File: src/rtl/dcache_writeback.sv
// Victim write-back engine: buffers one dirty line, bursts it to memory word by word,
// pulses the dirty-bit clear, and serves load-path probes while the line is held.
module dcache_writeback #(
    parameter int ADDR_W  = 32,
    parameter int WORDS   = 4,
    parameter int INDEX_W = 5,
    parameter int OFF_W   = 4
) (
    input  logic                  clk,
    input  logic                  rst,
    input  logic                  wb_req,
    input  logic [ADDR_W-1:0]     wb_addr,
    input  logic [32*WORDS-1:0]   wb_line,
    input  logic                  wb_way,
    input  logic [INDEX_W-1:0]    wb_index,
    output logic                  wb_ready,
    output logic                  wb_done,
    output logic                  mem_wvalid,
    output logic [ADDR_W-1:0]     mem_waddr,
    output logic [31:0]           mem_wdata,
    output logic                  mem_wlast,
    input  logic                  mem_wready,
    output logic                  dty_clr,
    output logic                  dty_way,
    output logic [INDEX_W-1:0]    dty_index,
    input  logic [ADDR_W-1:0]     probe_addr,
    output logic                  probe_hit,
    output logic [31:0]           probe_data
);

    localparam int CNT_W = $clog2(WORDS);
    localparam logic [CNT_W-1:0] LAST_CNT = CNT_W'(WORDS - 1);

    typedef enum logic [1:0] {IDLE, SEND, DONE} state_t;

    state_t                state, state_next;
    logic [CNT_W-1:0]      cnt;
    logic [ADDR_W-1:0]     base;
    logic [31:0]           words [WORDS];
    logic                  way;
    logic [INDEX_W-1:0]    index;
    logic                  accept;
    logic                  busy;

    assign accept = (state == IDLE) && wb_req;
    assign busy   = (state != IDLE);

    always_ff @(posedge clk) begin
        // NOTE: sequential state uses non-blocking assignments so every register samples pre-edge values.
        if (rst) begin
            state <= IDLE;
        end else begin
            state <= state_next;
        end
    end

    always_ff @(posedge clk) begin
        if (rst) begin
            cnt <= '0;
        end else if (accept) begin
            cnt <= '0;
        end else if (state == SEND && mem_wready) begin
            cnt <= cnt + 1'b1;
        end
    end

    // NOTE: the line buffer and its tags are not reset; every use is gated by state, and they reload on accept.
    always_ff @(posedge clk) begin
        if (accept) begin
            base  <= {wb_addr[ADDR_W-1:OFF_W], {OFF_W{1'b0}}};
            way   <= wb_way;
            index <= wb_index;
            for (int k = 0; k < WORDS; k++) begin
                words[k] <= wb_line[32*k +: 32];
            end
        end
    end

    // NOTE: every signal driven here gets a default first so no latch is inferred.
    always_comb begin
        state_next = state;
        wb_ready   = 1'b0;
        wb_done    = 1'b0;
        dty_clr    = 1'b0;
        dty_way    = 1'b0;
        dty_index  = '0;
        mem_wvalid = 1'b0;
        mem_waddr  = '0;
        mem_wdata  = '0;
        mem_wlast  = 1'b0;
        case (state)
            IDLE: begin
                wb_ready = 1'b1;
                if (wb_req) state_next = SEND;
            end
            SEND: begin
                mem_wvalid = 1'b1;
                mem_waddr  = base + ADDR_W'({cnt, 2'b00});
                mem_wdata  = words[cnt];
                mem_wlast  = (cnt == LAST_CNT);
                if (mem_wready && cnt == LAST_CNT) state_next = DONE;
            end
            DONE: begin
                wb_done    = 1'b1;
                dty_clr    = 1'b1;
                dty_way    = way;
                dty_index  = index;
                state_next = IDLE;
            end
            default: state_next = IDLE;
        endcase
    end

    // The buffer stays readable through DONE so a load racing the eviction still forwards.
    always_comb begin
        probe_hit  = 1'b0;
        probe_data = '0;
        if (busy) begin
            probe_hit  = (probe_addr[ADDR_W-1:OFF_W] == base[ADDR_W-1:OFF_W]);
            probe_data = words[probe_addr[OFF_W-1:2]];
        end
    end

    // Sub-word offset bits carry no information for line-granular traffic.
    logic unused_offset_bits;
    assign unused_offset_bits = ^{wb_addr[OFF_W-1:0], probe_addr[1:0]};

endmodule

File: config.mk
export PLATFORM = sky130hd
export DESIGN_NAME = dcache_writeback
export DESIGN_NICKNAME = d
export VERILOG_FILES = /design/src/rtl/dcache_writeback.sv
export SDC_FILE = /design/constraint.sdc
export NUM_CORES = 1
export LEC_CHECK = 0
export ABC_AREA = 1
export CORE_MARGIN = 1.5
export CORE_UTILIZATION = 48
export DETAILED_ROUTE_END_ITERATION = 10
export PLACE_DENSITY = 0.85
export SETUP_SLACK_MARGIN = 0.15
export SLEW_MARGIN = 20
export SYNTH_ARGS = -nofsm -noshare
export SYNTH_HDL_FRONTEND = slang
export SYNTH_SLANG_ARGS = --single-unit
File: constraint.sdc
create_clock -name clk -period 5.4 [get_ports clk]
set_clock_uncertainty 0.15 [all_clocks]
set_input_delay 0.54 -clock clk [delete_from_list [all_inputs] [get_ports clk]]
set_output_delay 0.54 -clock clk [all_outputs]
set_load 0.03 [all_outputs]
==> results by group <==
Outcome
  – Run status: finished, final reports clean

Worst setup path
  – R2R setup slack: 3.07 ns
  – Crit end category: primary output
  – CP peak stage delay: a little under 1 ns
  – Bufs and invs on worst path: 2
  – Top Family by Delay on Critical Path: buffers and inverters
  – CP Class: flop to primary output
  – CP arrival: about 3.0 ns
  – Critical Path RT: 4.71 ns
  – CP Cell Sequence: buf_4 -> o211ai_1 -> a21oi_1 -> clkdlybuf4s50_1
  – Nature of the critical path startpoint: flop
  – Maximum fanout along the worst path: 44
  – CP max stage cell: dfxtp_2

Clock network
  – CTS resizes: 0
  – Worst-Skew Late Latency: just over 0.4 ns
  – Clock root cell: clkbuf_16
  – Clock Tree Buf Depth: 2
  – Clock transition at path regs: about 0.060 ns
  – H-tree depth: 4
  – Post-CTS setup buffer count: 0
  – Cts-stage hold buffer count: 0
  – Num CTS Buffers: 17
  – TritonCTS clock tree: built
  – CTS sink count: between 150 and 200

GRT
  – Vias in the first global route: around 6900
  – Largest net degree at the start of global routing: approximately 130
  – Remaining global-route overflow: 0
  – First-pass GRT wire length: between 30000 and 40000 µm
  – Antenna violations before repair: 1
  – GRT Overall Usage: 25.77%

Logic synthesis
  – Post-synth top flop: edfxtp_1
  – Synth top area cells: edfxtp_1, a21oi_1, nand2_1
  – Synth cell count leaders: edfxtp_1, nand2_1, a21oi_1, inv_1, nor2_1
  – Synth Register Bits: 168
  – Distinct cells, synth: 26
  – Seq/Total Area, Yosys: between 60% and 70%
  – Syn Area/Cell: between 9 and 10 µm²
  – Yosys top cell area share: between 50% and 60%
  – Count leader, synth: edfxtp_1
  – FFs w/ async S/R, synth: 0%
  – Synth area leader: edfxtp_1
  – Post-synth EDFFs: around 160
  – Yosys warning count: 0
  – Post-Syn Instances: about 830
  – Syn Std Cell Area: between 0.008 and 0.009 mm²

Timing
  – Final setup viols: 0
  – Final Critical Period: ~3.7 ns
  – Achievable frequency: between 0.2 and 0.3 GHz
  – Period utilization: between 60% and 70%
  – Final worst slack: around 1.7 ns
  – Relative slew slack: about 29%
  – Slew of the pin with the lowest slew margin: roughly 1.1 ns
  – Setup TNS: 0 ns
  – RSZ-0062 raised after global routing: no
  – Final Hold Viols: 0
  – Slew Viols, Final: 0

Floorplanning
  – Starting Density: approximately half
  – Die ar.: roughly 0.018 mm²
  – Die Wd: 133.8 µm
  – Placement row count: 47
  – I/O Pins: between 300 and 400
  – Chip height: between 100 and 150 µm
  – Core region area: approximately 0.017 mm²

Route
  – Via/cell ratio: ~5.3
  – Initial drt markers: 439
  – Met2 WL: ~12000 µm
  – DR pass1 iterations: 5
  – Remaining antenna violation count after routing: 0
  – Wirelength per Cell: 17.50 µm
  – Top sig layer: met4
  – Drc violations: 0
  – DRT Wirelength: 23310 µm
  – Via count: about 7000
  – Met1 wire length: ~9000 µm
  – Met3 wire length: 1582 µm

Final layout
  – Ant. Diodes: 0
  – Final core utilization: 71.18%
  – FILL cells: 1217
  – Layout cells sized above 1: 7.644%
  – Layout Area Growth over Synthesis: 44.20%
  – Nets: about 1300

Pwr
  – VDD IR-drop max: about 220 µV
  – Power Dens Cells: 281.8 mW/mm²
  – Leakage power: 4.419 nW
  – Total power: 3.338 mW

Placement
  – Post-detail-place hpwl: 16010 µm
  – Port bufs: 301
  – Final Wtd Congestion: a little over 0.8
  – Setup WS pre-CTS: between 2 and 2.5 ns

Job
  – # Max-Cap Violations: 0

Worst hold path
  – HP Class: flop to flop
## state kept, by name (all words and copies together), names as in the netlist, named ones only
register / flops
words: 128
cnt: 2
index: 5
way: 1
state: 2
base: 28
## cell usage in the layout (no fill, tap or decap), types with 3 or more instances in the layout
master	count
o211ai_1	47
o21ai_1	18
clkbuf_1	5
inv_1	114
buf_4	7
clkdlybuf4s50_1	299
inv_2	12
a21oi_1	120
clkbuf_16	17
edfxtp_1	162
o21ai_0	53
nand2_1	142
dfxtp_1	4
o211ai_2	18
clkinv_2	3
nor2_1	56
a21oi_2	11
## where the power goes
| part | switching [mW] | leakage [nW] | total [mW] | internal, mW |
|---|---|---|---|---|
| clock | 0.476 | 0.274 | 1.18 | 0.705 |
| sequential | 0.0455 | 1.60 | 1.57 | 1.53 |
| combinational | 0.318 | 2.54 | 0.584 | 0.266 |
| total | 0.839 | 4.42 | 3.34 | 2.50 |
## cell type report
type	instances	area (µm²)	share of cell area, %
Tap cell	220	275.3	2.324
Sequential cell	168	4990	42.12
Multi-Input combinational cell	477	2467	20.83
Clock inverter	8	98.84	0.8344
Timing Repair Buffer	308	3062	25.84
Inverter	127	481.7	4.066
Clock buffer	24	471.7	3.982
## routing by layer
| layer | vias to the layer above | global-route usage, % |
|---|---|---|
| met1 | 3325 | 30.93 |
| met3 | 49 | 4.989 |
| met4 | 0 | 10.45 |
| met2 | 298 | 45.59 |
| li1 | 3369 | - |
| met5 | - | 0 |
## metrics by stage
step,instance area (µm²),std cells,hold WS [ns]
3_5_place_dp,11270,1300,0.3423
4_1_cts,11840,1332,0.3615
2_1_floorplan,8219,826,0.3190
5_1_grt,11850,1332,0.3909
3_3_place_gp,11270,1300,0.3332
6_report,11850,1332,0.3613
## path summary, 6_finish.rpt
| kind | start | to | cells after the start |
|---|---|---|---|
| setup / recovery | flop | mem_wdata[31] | 4 |
| setup reg to reg | state[1] | words[2][17] | 4 |
| hold reg to reg | cnt[0] | flop | 2 |
| hold / removal | cnt[0] | flop | 2 |
## cell families after synthesis
logic type / Yosys count / synth area share [%]
fa+ha+maj: 1 / 0.1523
other cells: 1 / 0.04565
xor+xnor: 1 / 0.1066
simple gates: 205 / 9.625
flops: 168 / 60.68
compound gates: 268 / 20.00
buf+inv: 181 / 9.397
## worst reg2reg max path, delay by kind of cell, from the launching register on
| kind | cells | cell delay, ns |
|---|---|---|
| and+or+nand+nor | 2 | 0.21 |
| buffers and inverters | 2 | 1.28 |
| DFF | 1 | 0.37 |
Note: power is estimated with default switching activity, not from simulation.
